**src/rtl/mips_pkg.sv**
```systemverilog
// Shared widths and constants for the MIPS pipeline.
// Register 0 is the architectural zero register.
package mips_pkg;

  localparam int DATA_WIDTH = 32;
  localparam int ADDR_WIDTH = 5;

  localparam logic [ADDR_WIDTH-1:0] ZERO_REG = 5'd0;

endpackage

```
**src/rtl/write_back_mux.sv**
```systemverilog
// Write-back source select: load data or ALU result.
// Purely combinational, also feeds the forwarding path.
module write_back_mux
  import mips_pkg::*;
#(
  parameter int WIDTH = mips_pkg::DATA_WIDTH
) (
  input  logic             memory_to_register,
  input  logic [WIDTH-1:0] memory_data,
  input  logic [WIDTH-1:0] alu_result,
  output logic [WIDTH-1:0] data
);

  assign data = memory_to_register ? memory_data : alu_result;

endmodule

```
**src/rtl/write_back_register_file.sv**
```systemverilog
// MIPS write-back stage and 32-entry register file with
// write-first read bypass and a committed-write counter.
module write_back_register_file
  import mips_pkg::*;
#(
  parameter int DATA_WIDTH = mips_pkg::DATA_WIDTH,
  parameter int ADDR_WIDTH = mips_pkg::ADDR_WIDTH
) (
  input  logic                  clk,
  input  logic                  rst,
  input  logic [DATA_WIDTH-1:0] memory_data_in,
  input  logic [DATA_WIDTH-1:0] alu_result_in,
  input  logic [ADDR_WIDTH-1:0] register_destination_in,
  input  logic                  memory_to_register_in,
  input  logic                  reg_write_in,
  input  logic [ADDR_WIDTH-1:0] read_register_1,
  input  logic [ADDR_WIDTH-1:0] read_register_2,
  output logic [DATA_WIDTH-1:0] read_data_1,
  output logic [DATA_WIDTH-1:0] read_data_2,
  output logic [DATA_WIDTH-1:0] write_back_data,
  output logic [31:0]           write_count
);

  localparam int DEPTH = 1 << ADDR_WIDTH;

  logic [DATA_WIDTH-1:0] regs [DEPTH];
  logic                  commit;

  write_back_mux #(
    .WIDTH(DATA_WIDTH)
  ) u_mux (
    .memory_to_register(memory_to_register_in),
    .memory_data       (memory_data_in),
    .alu_result        (alu_result_in),
    .data              (write_back_data)
  );

  assign commit = reg_write_in &&
    (register_destination_in != ZERO_REG);

  always_ff @(posedge clk or posedge rst) begin
    if (rst) begin
      for (int i = 0; i < DEPTH; i++)
        regs[i] <= '0;
    end else if (commit) begin
      regs[register_destination_in] <= write_back_data;
    end
  end

  always_ff @(posedge clk or posedge rst) begin
    if (rst)
      write_count <= '0;
    else if (commit)
      write_count <= write_count + 32'd1;
  end

  // Bypass stays live in reset; zero register wins over bypass.
  always_comb begin
    read_data_1 = regs[read_register_1];
    if (commit && read_register_1 == register_destination_in)
      read_data_1 = write_back_data;
    if (read_register_1 == ZERO_REG)
      read_data_1 = '0;
  end

  always_comb begin
    read_data_2 = regs[read_register_2];
    if (commit && read_register_2 == register_destination_in)
      read_data_2 = write_back_data;
    if (read_register_2 == ZERO_REG)
      read_data_2 = '0;
  end

endmodule

```
**config.mk**
```make
export PLATFORM = sky130hd
export DESIGN_NAME = write_back_register_file
export DESIGN_NICKNAME = d
export VERILOG_FILES = /design/src/rtl/mips_pkg.sv /design/src/rtl/write_back_mux.sv /design/src/rtl/write_back_register_file.sv
export SDC_FILE = /design/constraint.sdc
export NUM_CORES = 2
export LEC_CHECK = 0
export BUFFER_PORTS_ARGS = -buffer_cell sky130_fd_sc_hd__buf_2
export CORE_AREA = 2 2 402 404
export DETAILED_ROUTE_END_ITERATION = 16
export DIE_AREA = 0 0 404 406
export GPL_TIMING_DRIVEN = 0
export SLEW_MARGIN = 5
export SYNTH_ARGS = -nofsm -noshare
export SYNTH_HDL_FRONTEND = slang
export SYNTH_SLANG_ARGS = --single-unit
```
**constraint.sdc**
```tcl
create_clock -name clk -period 47.4 [get_ports clk]
set_clock_uncertainty 0.2 [all_clocks]
set_input_delay 2.37 -clock clk [delete_from_list [all_inputs] [get_ports clk]]
set_output_delay 2.37 -clock clk [all_outputs]
set_load 0.01 [all_outputs]
```
==> results <==
- By instance count, the cell type seen most on the critical path is buf_2.
- The count of nets left with antenna violations once routing finished came out at 0.
- The final hold slack is 0.272 ns.
- Of the total synthesized cell area, the portion taken by XOR and XNOR cells is 0.00659.
- The post-synthesis cell count is 5,051.
- For this block, the via count after detailed routing is 49.2k.
- Port buffering added 199 buffers.
- In the finished design, the share of the clock period the worst path needs comes to 0.201.
- The count of pins over their slew limit was 63.
- The share of cell area taken by muxes after synthesis is 0.227.
- The dominant combinational cell family by area after synthesis is multiplexers.
- Setup violations remaining at the end of the flow were counted as 0.
- The final reports fail on max-capacitance violations, max-slew violations.
- Yosys instantiated no cell more often than dfrtp_1.
- In the global route stage, overall resource usage came out at 0.353.
- The category of the critical setup timing path is in2out.
- The via count of the first global-routing pass is 46.8k.
- The die is 404 um wide.
- Buffers inserted to repair hold after CTS numbered 0.
- The number of flops mapped to enable cells by yosys is 0.
- The synthesized netlist contains 77 unique library cells.
- Together, buffers and inverters on the worst path number 3.
- For this block, the initial DRC count from the detailed router was a little under 8k.
- The area fraction in compound gates after synthesis is 0.140.
- Ranked by total cell area, the synthesized netlist is headed by dfrtp_1 47%, mux4_2 18%, o21ai_0 5.3%.
- Buffers inserted during clock tree synthesis total 116.
- The initial utilization of the core area, before any placement, comes to 0.348.
- The share of total power in combinational logic is 0.237.
- The net count of the mapped netlist is about 5k.
- Power spread over the standard cell area amounts to 46.2 mW/mm^2.
- Broken down by cell family, the worst path's largest delay share belongs to compound AO/OA/AOI/OAI gates.
- Of the total synthesized cell area, the portion taken by AND, OR, NAND and NOR gates is 0.0995.
- The max-capacitance violation count is 8.
- The first global-routing pass estimated 396,000 um of wire.
- The biggest area contributor in the post-synthesis netlist is dfrtp_1.
- The peak fanout along the critical path is 10.
- The number of hold-slack violations in the final timing report was 0.
- The number of antenna violations at the first check in global routing was 18.
- The highest clock frequency the design can meet is 105 MHz.
- The leakage power total is ~27 nW.
- The cell row count is roughly 150.
- The area of the die is 0.164 mm^2.
- The headroom to the max-slew limit is -0.0804.
- The net count of the finished layout is 5,464.
- The CTS tree is yes.
- The minimum clock period after layout is about 9.5 ns.
- The congestion estimate from routability-driven global placement came to 1.07.
- For this run, the register share of the synthesized area comes to 0.475.
- The category of the worst setup path capture point is an output port.
- The clock passes through at most 3 buffers.
- Clock latency on the worst-skew pair, taken at its later pin, is 0.78 ns.
- The worst supply voltage drop on vdd is between 0.03 and 0.04 mV.
- In the final timing run, aggregate negative setup slack is 0 ns.
- Once routing completed, OpenROAD measured the worst setup slack at 37.88 ns.
- The class of the tightest hold or removal check is reg2reg.
- The run finished, with violations left.
- Using the TritonRoute via totals, the vias-per-cell ratio works out to 6.50.
- Once placement finished, the instance area stood at between 0.05 and 0.06 mm^2.
- The async set or reset register ratio after synthesis is 1.00.
- The pre-antenna-repair detailed-routing pass consisted of 7 iterations.
- The total I/O pin count is 211.
- Of the post-synthesis cell area, the dominant cell type holds 0.475.
- The reg-to-reg endpoint is write_count[31].
- The post-CTS setup buffer count is 0.
- Of the total power, registers draw 0.424.
- The total area inside the core boundary comes to 0.160 mm^2.
- Counting instances in the post-synthesis netlist gives the leading cell types as 1,056 x dfrtp_1, 720 x nand2_1, 587 x o21ai_0.
- Of the total power, the share spent switching nets is 0.332.
- For this design, the sink count on the clock tree is between 1k and 1.5k.
- Compared with the post-synthesis result, the final layout area differs by 14.4%.
- The number of gates given a new drive strength after cts is 0.
- The die is ~400 um tall.
- The number of stages on the worst setup path is 8.
- Summed over all nets, the switching power comes to slightly below 0.001 W.
- Data on the critical path arrives at its endpoint at a little under 7 ns.
- In the final routed layout, each cell accounts on average for 38.8 um.
- Tracing the worst setup path back leads to its startpoint at register_destination_in[1].
- The slack of the worst reg-to-reg path is 44.88 ns.
- For the worst setup path, the data required time is 44.83 ns.
- The share of total power dissipated in the clock network is 0.340.
- After detailed routing, the number of remaining DRC violations is 0.
- The cell with the largest stage delay on the worst path is clkbuf_1.
- The total overflow left after global routing is 0.
- In this run, synthesis produced a sequential element count of ~1.1k.
- Clock-pin slew was measured on the worst setup and hold paths at 0.06 ns.
- For the worst flop-to-flop path, the logic depth is 5.
- For this run, the leading register cell type out of synthesis is dfrtp_1.
- In this design, the stage delay of the slowest critical-path cell is 1.07 ns.
- The root buffer cell chosen for the clock tree is clkbuf_16.
- Summing every instance area after synthesis gives 0.0556 mm^2.
- Entering global routing, the biggest net connects roughly 120 pins.
- Of the total synthesized cell area, the portion taken by full adders, half adders and majority gates is 0.000225.
- With fillers left out, the area of the finished cells amounts to 0.0637 mm^2.
- The startpoint of the most critical register-to-register path is write_count[2].
- The slew at the pin closest to its max-slew limit is ~1.6 ns.
- The HPWL reported at the end of detailed placement is roughly 210,000 um.
- The signal on the critical path passes through buf_2 -> nor2_2 -> a21oi_2 -> a31oi_1 -> clkbuf_1 -> a32oi_1 -> o32ai_1 -> buf_2.
- The worst setup path is launched from an input port.
- In this run the mean area of a mapped cell was 11.0 um^2.
- The clock tree synthesis step divided the H-tree into 3 levels.
- The internal power of the cells totals roughly 0.002 W.
- The total wire length is 293,000 um.
- Setup repair after global routing left no endpoint under its margin.
- The fraction of final layout cells with drive strength greater than 1 is 0.206.
- The number of fill cells is 15.5k.
- OpenSTA, run right after detailed placement, puts the worst setup slack at 38.33 ns.
- For this run, the number of Yosys warnings is 0.
- The most critical setup path has its endpoint at read_data_2[10].
## cell families (layout without fill, tap and decap cells)
| group | after synthesis | count (layout) |
|---|---|---|
| other | 0 | 10 |
| adder cells (fa/ha/maj) | 1 | 1 |
| flip-flops | 1056 | 1056 |
| XOR/XNOR | 41 | 41 |
| AND/OR/NAND/NOR | 1338 | 1338 |
| buffers and inverters | 582 | 1004 |
| AO/OA/AOI/OAI | 1342 | 1342 |
| multiplexers | 691 | 691 |
## how the worst min path moves through the flow
stage | startpoint | endpoint | slack [ns] | cells past startpoint
floorplan | regs[1000] | regs[1000] | 0.24 | 1
CTS | write_count[31] | write_count[31] | 0.28 | 1
global route | write_count[31] | write_count[31] | 0.29 | 1
finish | write_count[31] | write_count[31] | 0.27 | 1
global placement | regs[1013] | regs[1013] | 0.25 | 1
detailed placement | regs[1014] | regs[1014] | 0.27 | 1
## worst reg2reg max path: cells and delay by family (launching register included)
family,cells,cell delay [ns]
AOI/OAI and AO/OA,1,0.62
and+or+nand+nor,3,0.94
DFF,1,0.49
xor gates and xnor gates,1,0.13
## state kept, by name, indices dropped and copies added (netlist names)
name	flops
regs	1024
write_count	32
## cell usage in the layout (no fill, tap or decap), types with 45 or more instances in the layout
cell type  count
nor2_1       427
nand2_1      720
buf_2        292
clkbuf_1     355
a22oi_1       93
clkbuf_16    119
mux2i_1      224
buf_4         47
mux4_2       455
o21ai_0      587
dfrtp_1     1056
and3_1        45
a21oi_1      447
## per-layer routing
layer  part of all wire  global-route usage  wire length, um
met1               0.36               0.449           107000
met5            0.00019                   0               57
met4              0.086               0.251            25200
met3               0.15               0.145            43100
met2               0.40               0.485           118000
## power groups by stage
stage / registers, W / clock network (W) / logic, W
global placement: 0.00124 / 0 / 0.000651
floorplan: 0.00120 / 0 / 0.000447
finish: 0.00125 / 0.000999 / 0.000695
CTS: 0.00123 / 0.000996 / 0.000669
global route: 0.00126 / 0.00103 / 0.000732
detailed placement: 0.00125 / 0 / 0.000667
## cell type report
class	instances	area, um^2	area share
clock inverter	54	764	0.0120
inverter	42	165	0.00259
sequential	1056	26400	0.415
clock buffer	157	3310	0.0520
timing repair buffer	211	1280	0.0201
tap	2086	2610	0.0410
multi-input combinational	3413	26400	0.414
buffer	540	2730	0.0429
antenna	10	25.0	0.000393
## through the flow
step	cells	total power (W)	utilization
2_1_floorplan	5051	0.00165	-
3_3_place_gp	7336	0.00189	0.371
3_5_place_dp	7348	0.00192	0.373
4_1_cts	7559	0.00290	0.399
5_1_grt	7559	0.00303	0.399
6_report	7569	0.00294	0.399
(Power assumes the default switching activity.)
